**config.mk**
```make
export PLATFORM = sky130hd
export DESIGN_NAME = buzzer_tone_decoder
export DESIGN_NICKNAME = d
export VERILOG_FILES = /design/src/rtl/buzzer_tone_decoder_pkg.sv /design/src/rtl/note_period_table.sv /design/src/rtl/buzzer_tone_decoder.sv
export SDC_FILE = /design/constraint.sdc
export NUM_CORES = 1
export LEC_CHECK = 0
export ABC_AREA = 1
export CELL_PAD_IN_SITES_DETAIL_PLACEMENT = 0
export CELL_PAD_IN_SITES_GLOBAL_PLACEMENT = 1
export CORE_MARGIN = 1
export CORE_UTILIZATION = 46
export DETAILED_ROUTE_END_ITERATION = 16
export PLACE_DENSITY_LB_ADDON = 0.1
export REMOVE_ABC_BUFFERS = 1
export SYNTH_ARGS = -nofsm -noshare
export SYNTH_HDL_FRONTEND = slang
export SYNTH_SLANG_ARGS = --single-unit
```
**constraint.sdc**
```tcl
create_clock -name clk -period 9.5 [get_ports clk]
set_clock_uncertainty 0.1 [all_clocks]
set_input_delay 1.425 -clock clk [delete_from_list [all_inputs] [get_ports clk]]
set_output_delay 1.425 -clock clk [all_outputs]
set_load 0.005 [all_outputs]
```
**src/rtl/buzzer_tone_decoder_pkg.sv**
```systemverilog
// Constants shared by the buzzer driver and the tone decoder: note half-periods,
// octave codes, decoder FSM states and the period-table entry layout.
package buzzer_tone_decoder_pkg;

  localparam logic [31:0] N_DO  = 32'd381680;
  localparam logic [31:0] N_RE  = 32'd340136;
  localparam logic [31:0] N_MI  = 32'd303030;
  localparam logic [31:0] N_FA  = 32'd285714;
  localparam logic [31:0] N_SOL = 32'd255102;
  localparam logic [31:0] N_LA  = 32'd227273;
  localparam logic [31:0] N_SI  = 32'd202429;

  localparam logic [1:0] OCT_LOW  = 2'b01;
  localparam logic [1:0] OCT_MID  = 2'b00;
  localparam logic [1:0] OCT_HIGH = 2'b10;
  localparam logic [3:0] MAX_NOTE = 4'd7;

  localparam logic [4:0] TABLE_LAST = 5'd20;

  localparam logic [1:0] ST_WAIT_EDGE = 2'd0;
  localparam logic [1:0] ST_MEASURE   = 2'd1;
  localparam logic [1:0] ST_CLASSIFY  = 2'd2;
  localparam logic [1:0] ST_UPDATE    = 2'd3;

  typedef struct packed {
    logic [31:0] nominal;
    logic [3:0]  note;
    logic [1:0]  octave;
  } tone_entry_t;

  function automatic logic [31:0] note_half_period(input logic [3:0] n);
    logic [31:0] hp;
    case (n)
      4'd1:    hp = N_DO;
      4'd2:    hp = N_RE;
      4'd3:    hp = N_MI;
      4'd4:    hp = N_FA;
      4'd5:    hp = N_SOL;
      4'd6:    hp = N_LA;
      4'd7:    hp = N_SI;
      default: hp = 32'd0;
    endcase
    return hp;
  endfunction

endpackage

```
**src/rtl/note_period_table.sv**
```systemverilog
// Combinational ROM of nominal half-periods: index 0..6 lower, 7..13 middle,
// 14..20 higher octave, note 1..7 within each. Out-of-range indices give note 0.
module note_period_table
  import buzzer_tone_decoder_pkg::*;
#(
  parameter int unsigned SCALE_SHIFT = 0  // shifts the whole table down; 0 for the real buzzer
) (
  input  logic [4:0]  idx,
  output tone_entry_t entry
);

  logic [4:0]  rel_s;
  logic [4:0]  num_s;
  logic [3:0]  note_s;
  logic [1:0]  oct_s;
  logic [31:0] base_s;
  logic [31:0] oct_nom_s;

  // Split the index into octave band and position within the band.
  always_comb begin
    rel_s = idx;
    oct_s = OCT_LOW;
    if (idx < 5'd7) begin
      rel_s = idx;
      oct_s = OCT_LOW;
    end else if (idx < 5'd14) begin
      rel_s = idx - 5'd7;
      oct_s = OCT_MID;
    end else begin
      rel_s = idx - 5'd14;
      oct_s = OCT_HIGH;
    end
  end

  // Look up the middle-octave period and rescale it for the band.
  always_comb begin
    num_s  = rel_s + 5'd1;
    note_s = 4'd0;
    if (num_s <= {1'b0, MAX_NOTE}) begin
      note_s = num_s[3:0];
    end else begin
      note_s = 4'd0;
    end
    base_s = note_half_period(note_s);
    case (oct_s)
      OCT_LOW:  oct_nom_s = base_s << 1;
      OCT_HIGH: oct_nom_s = base_s >> 1;
      default:  oct_nom_s = base_s;
    endcase
  end

  assign entry = '{nominal: oct_nom_s >> SCALE_SHIFT, note: note_s, octave: oct_s};

endmodule

```
**src/rtl/buzzer_tone_decoder.sv**
```systemverilog
// Buzzer tone receiver: measures half-periods of the speaker line, matches them
// against the note table and reports a confirmed note/octave in driver encoding.
module buzzer_tone_decoder
  import buzzer_tone_decoder_pkg::*;
#(
  parameter int unsigned MATCH_CNT   = 3,
  parameter int unsigned TOL_SHIFT   = 6,
  parameter int unsigned TIMEOUT     = 800000,
  parameter int unsigned SCALE_SHIFT = 0
) (
  input  logic       clk,
  input  logic       rst,
  input  logic       tone_in,
  output logic [3:0] note,
  output logic [1:0] octave,
  output logic       valid,
  output logic       note_change
);

  localparam int unsigned    MW        = $clog2(MATCH_CNT + 1);
  localparam logic [MW-1:0]  MATCH_MAX = MW'(MATCH_CNT);
  localparam logic [31:0]    TIMEOUT_C = 32'(TIMEOUT);

  logic        sync1_r, sync2_r, prev_r;
  logic        edge_s, timeout_s;
  logic [31:0] cnt_r, meas_r, pend_meas_r, diff_s;
  logic [1:0]  state_r;
  logic        pend_r, found_r, hit_s, load_s;
  logic [4:0]  idx_r;
  logic [3:0]  cand_note_r, prev_note_r;
  logic [1:0]  cand_oct_r, prev_oct_r;
  logic [MW-1:0] match_r, match_next_s;
  tone_entry_t entry_s;

  note_period_table #(.SCALE_SHIFT(SCALE_SHIFT)) u_table (
    .idx   (idx_r),
    .entry (entry_s)
  );

  // Synchroniser keeps tracking the line through reset so release never fakes an edge.
  always_ff @(posedge clk) begin
    sync1_r <= tone_in;
    sync2_r <= sync1_r;
    prev_r  <= sync2_r;
  end

  assign edge_s    = sync2_r ^ prev_r;
  assign timeout_s = (cnt_r >= TIMEOUT_C);

  // Half-period counter: restarts at 1 on every edge, parks at the silence limit.
  always_ff @(posedge clk) begin
    if (rst) begin
      cnt_r <= 32'd0;
    end else if (edge_s) begin
      cnt_r <= 32'd1;
    end else if (cnt_r < TIMEOUT_C) begin
      cnt_r <= cnt_r + 32'd1;
    end else begin
      cnt_r <= cnt_r;
    end
  end

  // Tolerance test without unsigned wrap: order the operands before subtracting.
  always_comb begin
    if (meas_r >= entry_s.nominal) begin
      diff_s = meas_r - entry_s.nominal;
    end else begin
      diff_s = entry_s.nominal - meas_r;
    end
    hit_s = (diff_s <= (entry_s.nominal >> TOL_SHIFT));
  end

  // Match-count update and output-load decision for the UPDATE cycle.
  always_comb begin
    match_next_s = '0;
    if (cand_note_r == 4'd0) begin
      match_next_s = '0;
    end else if ((cand_note_r == prev_note_r) && (cand_oct_r == prev_oct_r)) begin
      match_next_s = (match_r == MATCH_MAX) ? MATCH_MAX : match_r + MW'(32'd1);
    end else begin
      match_next_s = MW'(32'd1);
    end
    load_s = (match_next_s == MATCH_MAX) &&
             ((cand_note_r != note) || (cand_oct_r != octave) || !valid);
  end

  // Measurement/classification FSM and registered outputs.
  always_ff @(posedge clk) begin
    if (rst) begin
      state_r     <= ST_WAIT_EDGE;
      meas_r      <= 32'd0;
      pend_r      <= 1'b0;
      pend_meas_r <= 32'd0;
      idx_r       <= 5'd0;
      found_r     <= 1'b0;
      cand_note_r <= 4'd0;
      cand_oct_r  <= OCT_MID;
      prev_note_r <= 4'd0;
      prev_oct_r  <= OCT_MID;
      match_r     <= '0;
      note        <= 4'd0;
      octave      <= OCT_MID;
      valid       <= 1'b0;
      note_change <= 1'b0;
    end else if (timeout_s) begin
      // An edge that ends the silence is the discarded first edge.
      state_r     <= edge_s ? ST_MEASURE : ST_WAIT_EDGE;
      pend_r      <= 1'b0;
      match_r     <= '0;
      prev_note_r <= 4'd0;
      prev_oct_r  <= OCT_MID;
      note        <= 4'd0;
      octave      <= OCT_MID;
      valid       <= 1'b0;
      note_change <= valid || (note != 4'd0);
    end else begin
      note_change <= 1'b0;
      case (state_r)
        ST_WAIT_EDGE: begin
          state_r <= edge_s ? ST_MEASURE : ST_WAIT_EDGE;
        end
        ST_MEASURE: begin
          idx_r       <= 5'd0;
          found_r     <= 1'b0;
          cand_note_r <= 4'd0;
          cand_oct_r  <= OCT_MID;
          if (pend_r) begin
            meas_r      <= pend_meas_r;
            pend_r      <= edge_s;
            pend_meas_r <= cnt_r;
            state_r     <= ST_CLASSIFY;
          end else if (edge_s) begin
            meas_r  <= cnt_r;
            state_r <= ST_CLASSIFY;
          end else begin
            state_r <= ST_MEASURE;
          end
        end
        ST_CLASSIFY: begin
          if (edge_s) begin
            pend_r      <= 1'b1;
            pend_meas_r <= cnt_r;
          end
          if (!found_r && hit_s) begin
            found_r     <= 1'b1;
            cand_note_r <= entry_s.note;
            cand_oct_r  <= entry_s.octave;
          end
          if (idx_r == TABLE_LAST) begin
            state_r <= ST_UPDATE;
          end else begin
            idx_r <= idx_r + 5'd1;
          end
        end
        ST_UPDATE: begin
          if (edge_s) begin
            pend_r      <= 1'b1;
            pend_meas_r <= cnt_r;
          end
          match_r     <= match_next_s;
          prev_note_r <= cand_note_r;
          prev_oct_r  <= cand_oct_r;
          if (load_s) begin
            note        <= cand_note_r;
            octave      <= cand_oct_r;
            valid       <= 1'b1;
            note_change <= 1'b1;
          end
          state_r <= ST_MEASURE;
        end
        default: begin
          state_r <= ST_WAIT_EDGE;
        end
      endcase
    end
  end

endmodule
```
Word-level counts from Yosys, hierarchy flattened. Index checks and enable logic that the tools add are counted.

Logic and storage cells: 122. Output and inout port bits: 8. Register bits after elaboration: 130.

Equality and inequality tests: 24. Muxes and demuxes: 37. Bitwise logic cells: 2. Add/subtract/negate cells: 8. Reductions and logical operators: 24. Order comparisons: 7.

Operators with widths (count): case mux 19 bit (7 select lines) (1); 2-to-1 mux 32 bit (4); case mux 32 bit (2 select lines) (1); subtractor 32 bit (2); case mux 20 bit (2 select lines) (1); adder 32 x 1 -> 32 bit (second input constant) (1); greater-or-equal comparator 32 x 20 -> 1 bit (second input constant) (1); greater-or-equal comparator 32 bit (1); <= comparator 32 x 26 -> 1 bit (1); less-than comparator 32 x 20 -> 1 bit (second input constant) (1); 2-to-1 mux 2 bit (10); == test 4 x 3 -> 1 bit (second input constant) (4); 2-to-1 mux 5 bit (3); adder 5 x 1 -> 5 bit (second input constant) (2); == test 2 bit (second input constant) (5); case mux 5 bit (2 select lines) (1); 2-to-1 mux 1 bit (9); AND reduction 3 bit (3); == test 4 x 2 -> 1 bit (second input constant) (2); 2-to-1 mux 4 bit (2); case mux 2 bit (4 select lines) (1); case mux 4 bit (2 select lines) (1); nonzero test 2 bit (4); inequality test 2 bit (second input constant) (3); 28 further kinds (38).

Logic depth before layout (Yosys ltp).
Depth after elaboration: 15. Depth in mapped cells: 58. Gate-level depth less buffers: 56.

By module. A second synthesis with hierarchy kept.

Cells, all modules: 1891. Area total of the unflattened synthesis: 11320.9 µm².

By module, submodules not included: buzzer_tone_decoder (seq. area each 2602.5 µm², area each 10286.1 µm², instances 1, cells an instance 1689); note_period_table (seq. area each 0.0 µm², area each 1034.7 µm², instances 1, cells an instance 202).

Worst setup path after synthesis. OpenSTA, ideal clock, no wires.

Path kind: reg-to-reg. Start point: register idx_r[2]. End point: register cand_note_r[0]. Slack: 2.815 ns. Stages on the path, launching flop included: 52. Arrival time: 6.515 ns. Setup time: 0.070 ns. Path buffers: 3. Cell sequence: dfxtp_1 ha_1 nand2_1 inv_1 nor2_1 nand2_1 buf_6 inv_2 nand2_1 o21ai_2 ha_1 inv_1 nor3_1 a21oi_4 nand2_4 nor2_4 inv_4 nand2_4 (+16 left out) a31oi_1 xor2_1 ha_1 nand2_1 inv_1 o21ai_0 nand2_1 nand2_1 nand3_1 nand2_1 nand2_1 a21oi_1 nand3_1 nor2_1 nand2_1 nor3_2 nand4_1 a21oi_1.

Word-level cells in the longest chain between the ends: 15. Elaborated cells on any way between the ends: 32. Those cells by class: add/sub (5); order compare (5); eq/ne (10); mux (10); reduce/logical (2).

Ends and longest elaborated chain: from (decl) (line buzzer_tone_decoder.sv:29) `logic [4:0] idx_r;`; from (signal assigned) (line buzzer_tone_decoder.sv:152) `idx_r <= idx_r + 5'd1;`; subtractor 5 x 4 -> 5 bit (tied with other cells) (line note_period_table.sv:30) `rel_s = idx - 5'd14;`; 2-to-1 mux 5 bit (line note_period_table.sv:26) `end else if (idx < 5'd14) begin`; 2-to-1 mux 5 bit (line note_period_table.sv:23) `if (idx < 5'd7) begin`; adder 5 x 1 -> 5 bit (line note_period_table.sv:37) `num_s = rel_s + 5'd1;`; <= comparator 5 x 3 -> 1 bit (line note_period_table.sv:39) `if (num_s <= {1'b0, MAX_NOTE}) begin`; 2-to-1 mux 4 bit (line note_period_table.sv:39); == test 4 x 3 -> 1 bit (tied with other cells) (line buzzer_tone_decoder_pkg.sv:33) `case (n)`; case mux 19 bit (7 select lines) (line buzzer_tone_decoder_pkg.sv:33); case mux 20 bit (2 select lines) (line note_period_table.sv:45) `case (oct_s)`; subtractor 32 bit (tied with other cells) (line buzzer_tone_decoder.sv:68) `diff_s = entry_s.nominal - meas_r;`; 2-to-1 mux 32 bit (line buzzer_tone_decoder.sv:65) `if (meas_r >= entry_s.nominal) begin`; <= comparator 32 x 26 -> 1 bit (line buzzer_tone_decoder.sv:70) `hit_s = (diff_s <= (entry_s.nominal >> TOL_SHIFT));`; logical AND 1 bit (line buzzer_tone_decoder.sv:144) `if (!found_r && hit_s) begin`; inequality test 2 bit (no line); AND reduction 3 bit (no line); to (signal assigned) (line buzzer_tone_decoder.sv:146) `cand_note_r <= entry_s.note;`; to (decl) (line buzzer_tone_decoder.sv:30) `logic [3:0] cand_note_r, prev_note_r;`.

Parallel ways exist; a longest one is shown, timed or not. The select of a mux whose other input is x is not followed. A chain may end at the register's enable or synchronous reset.

Final worst setup path. Ends and elaborated chain as after synthesis.

==> load_flow_metrics.sql <==
INSERT INTO impl_metrics (metric_group, metric, value, unit) VALUES
('cts', 'max-clock-path-buffers', '2', ''),
('route', 'drt_first_pass_iters', '5', ''),
('worst_hold_path', 'worst_hold_path_ep', 'sync2_r', ''),
('setup_path', 'criticalPathCategory', 'reg2reg', ''),
('layout', 'multi_input_logic_area', '6170', 'sq um'),
('timing', 'post-route-min-period', '8272', 'ps'),
('cts', 'cts.root.buffer_cell', 'sky130_fd_sc_hd__clkbuf_16', ''),
('yosys', 'synth_async_sr_flop_share', '0', '%'),
('pwr', 'worst_ir_drop_vdd', '0.1842', 'mV'),
('cts', 'clk_pin_slew', '60', 'ps'),
('yosys', 'postSynthCellCount', '1665', ''),
('layout', 'flow.area_growth_from_synthesis', '8.466', '%'),
('route', 'drcViolationCount', '0', ''),
('setup_path', 'r2r_start', 'idx_r[2]', ''),
('setup_path', 'timing.critical_path.slowest_stage_cell', 'sky130_fd_sc_hd__nor2_4', ''),
('place', 'port_buffers', '10', ''),
('floorplanning', 'floorplan.rows', '53', ''),
('route', 'post_route_antenna_net_violation_count', '0', ''),
('pwr', 'powerDensity', '378.4', 'nW/um^2'),
('setup_path', 'critPathCaptureType', 'flip-flop', ''),
('cts', 'postCtsHoldBufs', '0', ''),
('cts', 'cts_buffers', '17', ''),
('yosys', 'yosysUniqueCellTypes', '55', ''),
('setup_path', 'worst_ep_arrival', '8520', 'ps'),
('yosys', 'netlist_area', '10080', 'sq um'),
('timing', 'hold_violations', '0', ''),
('setup_path', 'timing.critical_path.fanout_max', '25', ''),
('route', 'wl_per_cell', '16.09', 'um'),
('timing', 'setup_tns', '0', 'ps'),
('run', 'max_cap_viol_count', '0', ''),
('timing', 'rsz0062_at_grt', 'false', ''),
('yosys', 'post_synth.cell_area_avg', '6.054', 'sq um'),
('status', 'run_status', 'complete, no violations', ''),
('route', 'route.vias.total', '10130', ''),
('timing', 'slew-limit-headroom', '44.59', '%'),
('layout', 'post_route_cells_drive_above_1_share', '6.306', '%'),
('setup_path', 'crit_path_start_kind', 'flip-flop', ''),
('cts', 'tritoncts', 'done', ''),
('yosys', 'synth_seq_area_share', '25.82', '%'),
('floorplanning', 'die_h', '150.0', 'um'),
('yosys', 'synth_largest_area_cell', 'sky130_fd_sc_hd__dfxtp_1', ''),
('timing', 'tightestPinTransition', '826.0', 'ps'),
('floorplanning', 'start_util', '47.50', '%'),
('global_routing', 'gr-usage-all-layers', '29.24', '%'),
('layout', 'postLayoutCellArea', '10930', 'sq um'),
('setup_path', 'reg_to_reg_endpoint', 'cand_note_r[0]', ''),
('cts', 'cts.htree.levels', '4', ''),
('cts', 'postCtsSetupBuffers', '0', ''),
('worst_hold_path', 'timing.hold.worst.start', 'sync1_r', ''),
('timing', 'drv_slew', '0', ''),
('cts', 'cts_num_sinks', '130', ''),
('setup_path', 'cpMostUsedCell', 'sky130_fd_sc_hd__nand2_1', ''),
('worst_hold_path', 'min_delay_path_depth', '0', ''),
('timing', 'hold_ws', '227.4', 'ps'),
('global_routing', 'first_pass_grt_wire_length', '50820', 'um'),
('global_routing', 'globalRouteOverflowTotal', '0', ''),
('place', 'dpl.hpwl', '24820', 'um'),
('setup_path', 'cp.required', '9750', 'ps'),
('worst_hold_path', 'hold_removal_path_class', 'reg2reg', ''),
('yosys', 'synth.top_cell.area_share', '25.82', '%'),
('layout', 'num-nets-final', '1718', ''),
('timing', 'setup-violations-final', '0', ''),
('yosys', 'register_bit_total_from_synthesis', '130', ''),
('route', 'drt-vias-per-instance', '5.223', ''),
('floorplanning', 'core_area', '21220', 'sq um'),
('pwr', 'total_leakage_power', '5.078', 'nW'),
('yosys', 'synth-edff-count', '0', ''),
('global_routing', 'grt_pass1_vias', '9764', ''),
('floorplanning', 'floorplan.die.width', '150.0', 'um'),
('setup_path', 'worst_path_dominant_cell_family', 'simple AND/OR/NAND/NOR gates', ''),
('setup_path', 'crit_buf_inv', '7', '');
final cells by class:
type,count,area share (%)
timing repair buffer,15,1.259
inverter,293,10.13
multi-input combinational,1195,56.43
clock inverter,14,1.202
tap,275,3.147
sequential,130,23.82
clock buffer,18,4.017
metal layers:
layer	global-route usage, %	routed length [um]
met5	0	0
met1	38.15	14600
met2	49.24	14430
met3	3.445	1221
met4	10.76	963
cell families (layout without fill, tap and decap cells):
kind of cell	after synthesis	count (layout)	share of synthesized area (%)
simple gates	790	790	33.61
mux	1	1	0.09931
flops	130	130	25.82
buf+inv	340	340	13.11
xor+xnor	25	25	2.359
compound gates	316	316	17.03
fa+ha+maj	63	63	7.969
state kept, by name, summed over array words and instances, names as in the netlist, 4 cells and up:
register     cells
pend_meas_r     32
idx_r            5
note             4
cnt_r           32
cand_note_r      4
prev_note_r      4
meas_r          32
synthesized netlist by cell type (8+ instances only):
cell	count
sky130_fd_sc_hd__nor2_1	151
sky130_fd_sc_hd__nand3_1	80
sky130_fd_sc_hd__nand4_1	20
sky130_fd_sc_hd__a211oi_1	11
sky130_fd_sc_hd__nor4_1	8
sky130_fd_sc_hd__nor2_2	8
sky130_fd_sc_hd__inv_2	16
sky130_fd_sc_hd__ha_1	61
sky130_fd_sc_hd__nand2_1	460
sky130_fd_sc_hd__a21oi_1	142
sky130_fd_sc_hd__dfxtp_1	130
sky130_fd_sc_hd__xor2_1	15
sky130_fd_sc_hd__xnor2_1	9
sky130_fd_sc_hd__buf_2	12
sky130_fd_sc_hd__clkbuf_1	29
sky130_fd_sc_hd__inv_1	272
sky130_fd_sc_hd__nand2_2	9
sky130_fd_sc_hd__nor3_1	25
sky130_fd_sc_hd__o21ai_0	124
through the flow:
step / std cells / setup slack [ps] / power, mW / utilization (%)
after detailed placement: 1908 / 1310 / 3.476 / 48.83
after global placement: 1908 / 1476 / 3.497 / 48.83
after floorplan: 1618 / 2829 / 2.690 / -
after global routing: 1940 / 297.4 / 4.545 / 51.52
final: 1940 / 1228 / 4.138 / 51.52
after CTS: 1940 / 1274 / 4.119 / 51.52
layout by cell type (no fill, tap or decap), drive strengths merged, types with 11 or more instances in the layout:
cell type and instances:
nand2 474, inv 294, nor2 167, a21oi 148, dfxtp 130, o21ai 130
nand3 83, ha 61, nor3 26, nand4 20, clkbuf 18, xor2 16
a211oi 11
where the power goes:
| part | total [mW] | switching [mW] | internal [mW] |
|---|---|---|---|
| Combinational | 2.89 | 1.98 | 0.902 |
| Sequential | 0.624 | 0.0387 | 0.585 |
| Clock | 0.627 | 0.258 | 0.370 |
| Total | 4.14 | 2.28 | 1.86 |
worst register-to-register path, delay by kind of cell (launching register included):
kind | cells | cell delay, ps
adder cells (fa/ha/maj) | 4 | 1200
AO/OA/AOI/OAI | 7 | 1220
flip-flops | 1 | 470
XOR/XNOR | 1 | 200
AND/OR/NAND/NOR | 30 | 4240
buffers and inverters | 7 | 780
worst max path at each step:
| stage | endpoint | startpoint | cells after the start | slack [ps] |
|---|---|---|---|---|
| finish | cand_note_r[0] | idx_r[2] | 49 | 1230 |
| detailed placement | cand_oct_r[1] | idx_r[2] | 50 | 1310 |
| global route | cand_oct_r[1] | idx_r[2] | 49 | 300 |
| floorplan | cand_note_r[0] | idx_r[2] | 47 | 2830 |
| global placement | cand_note_r[0] | idx_r[2] | 47 | 1480 |
| CTS | cand_oct_r[1] | idx_r[2] | 49 | 1270 |
Note: power is estimated with default switching activity, not from simulation.
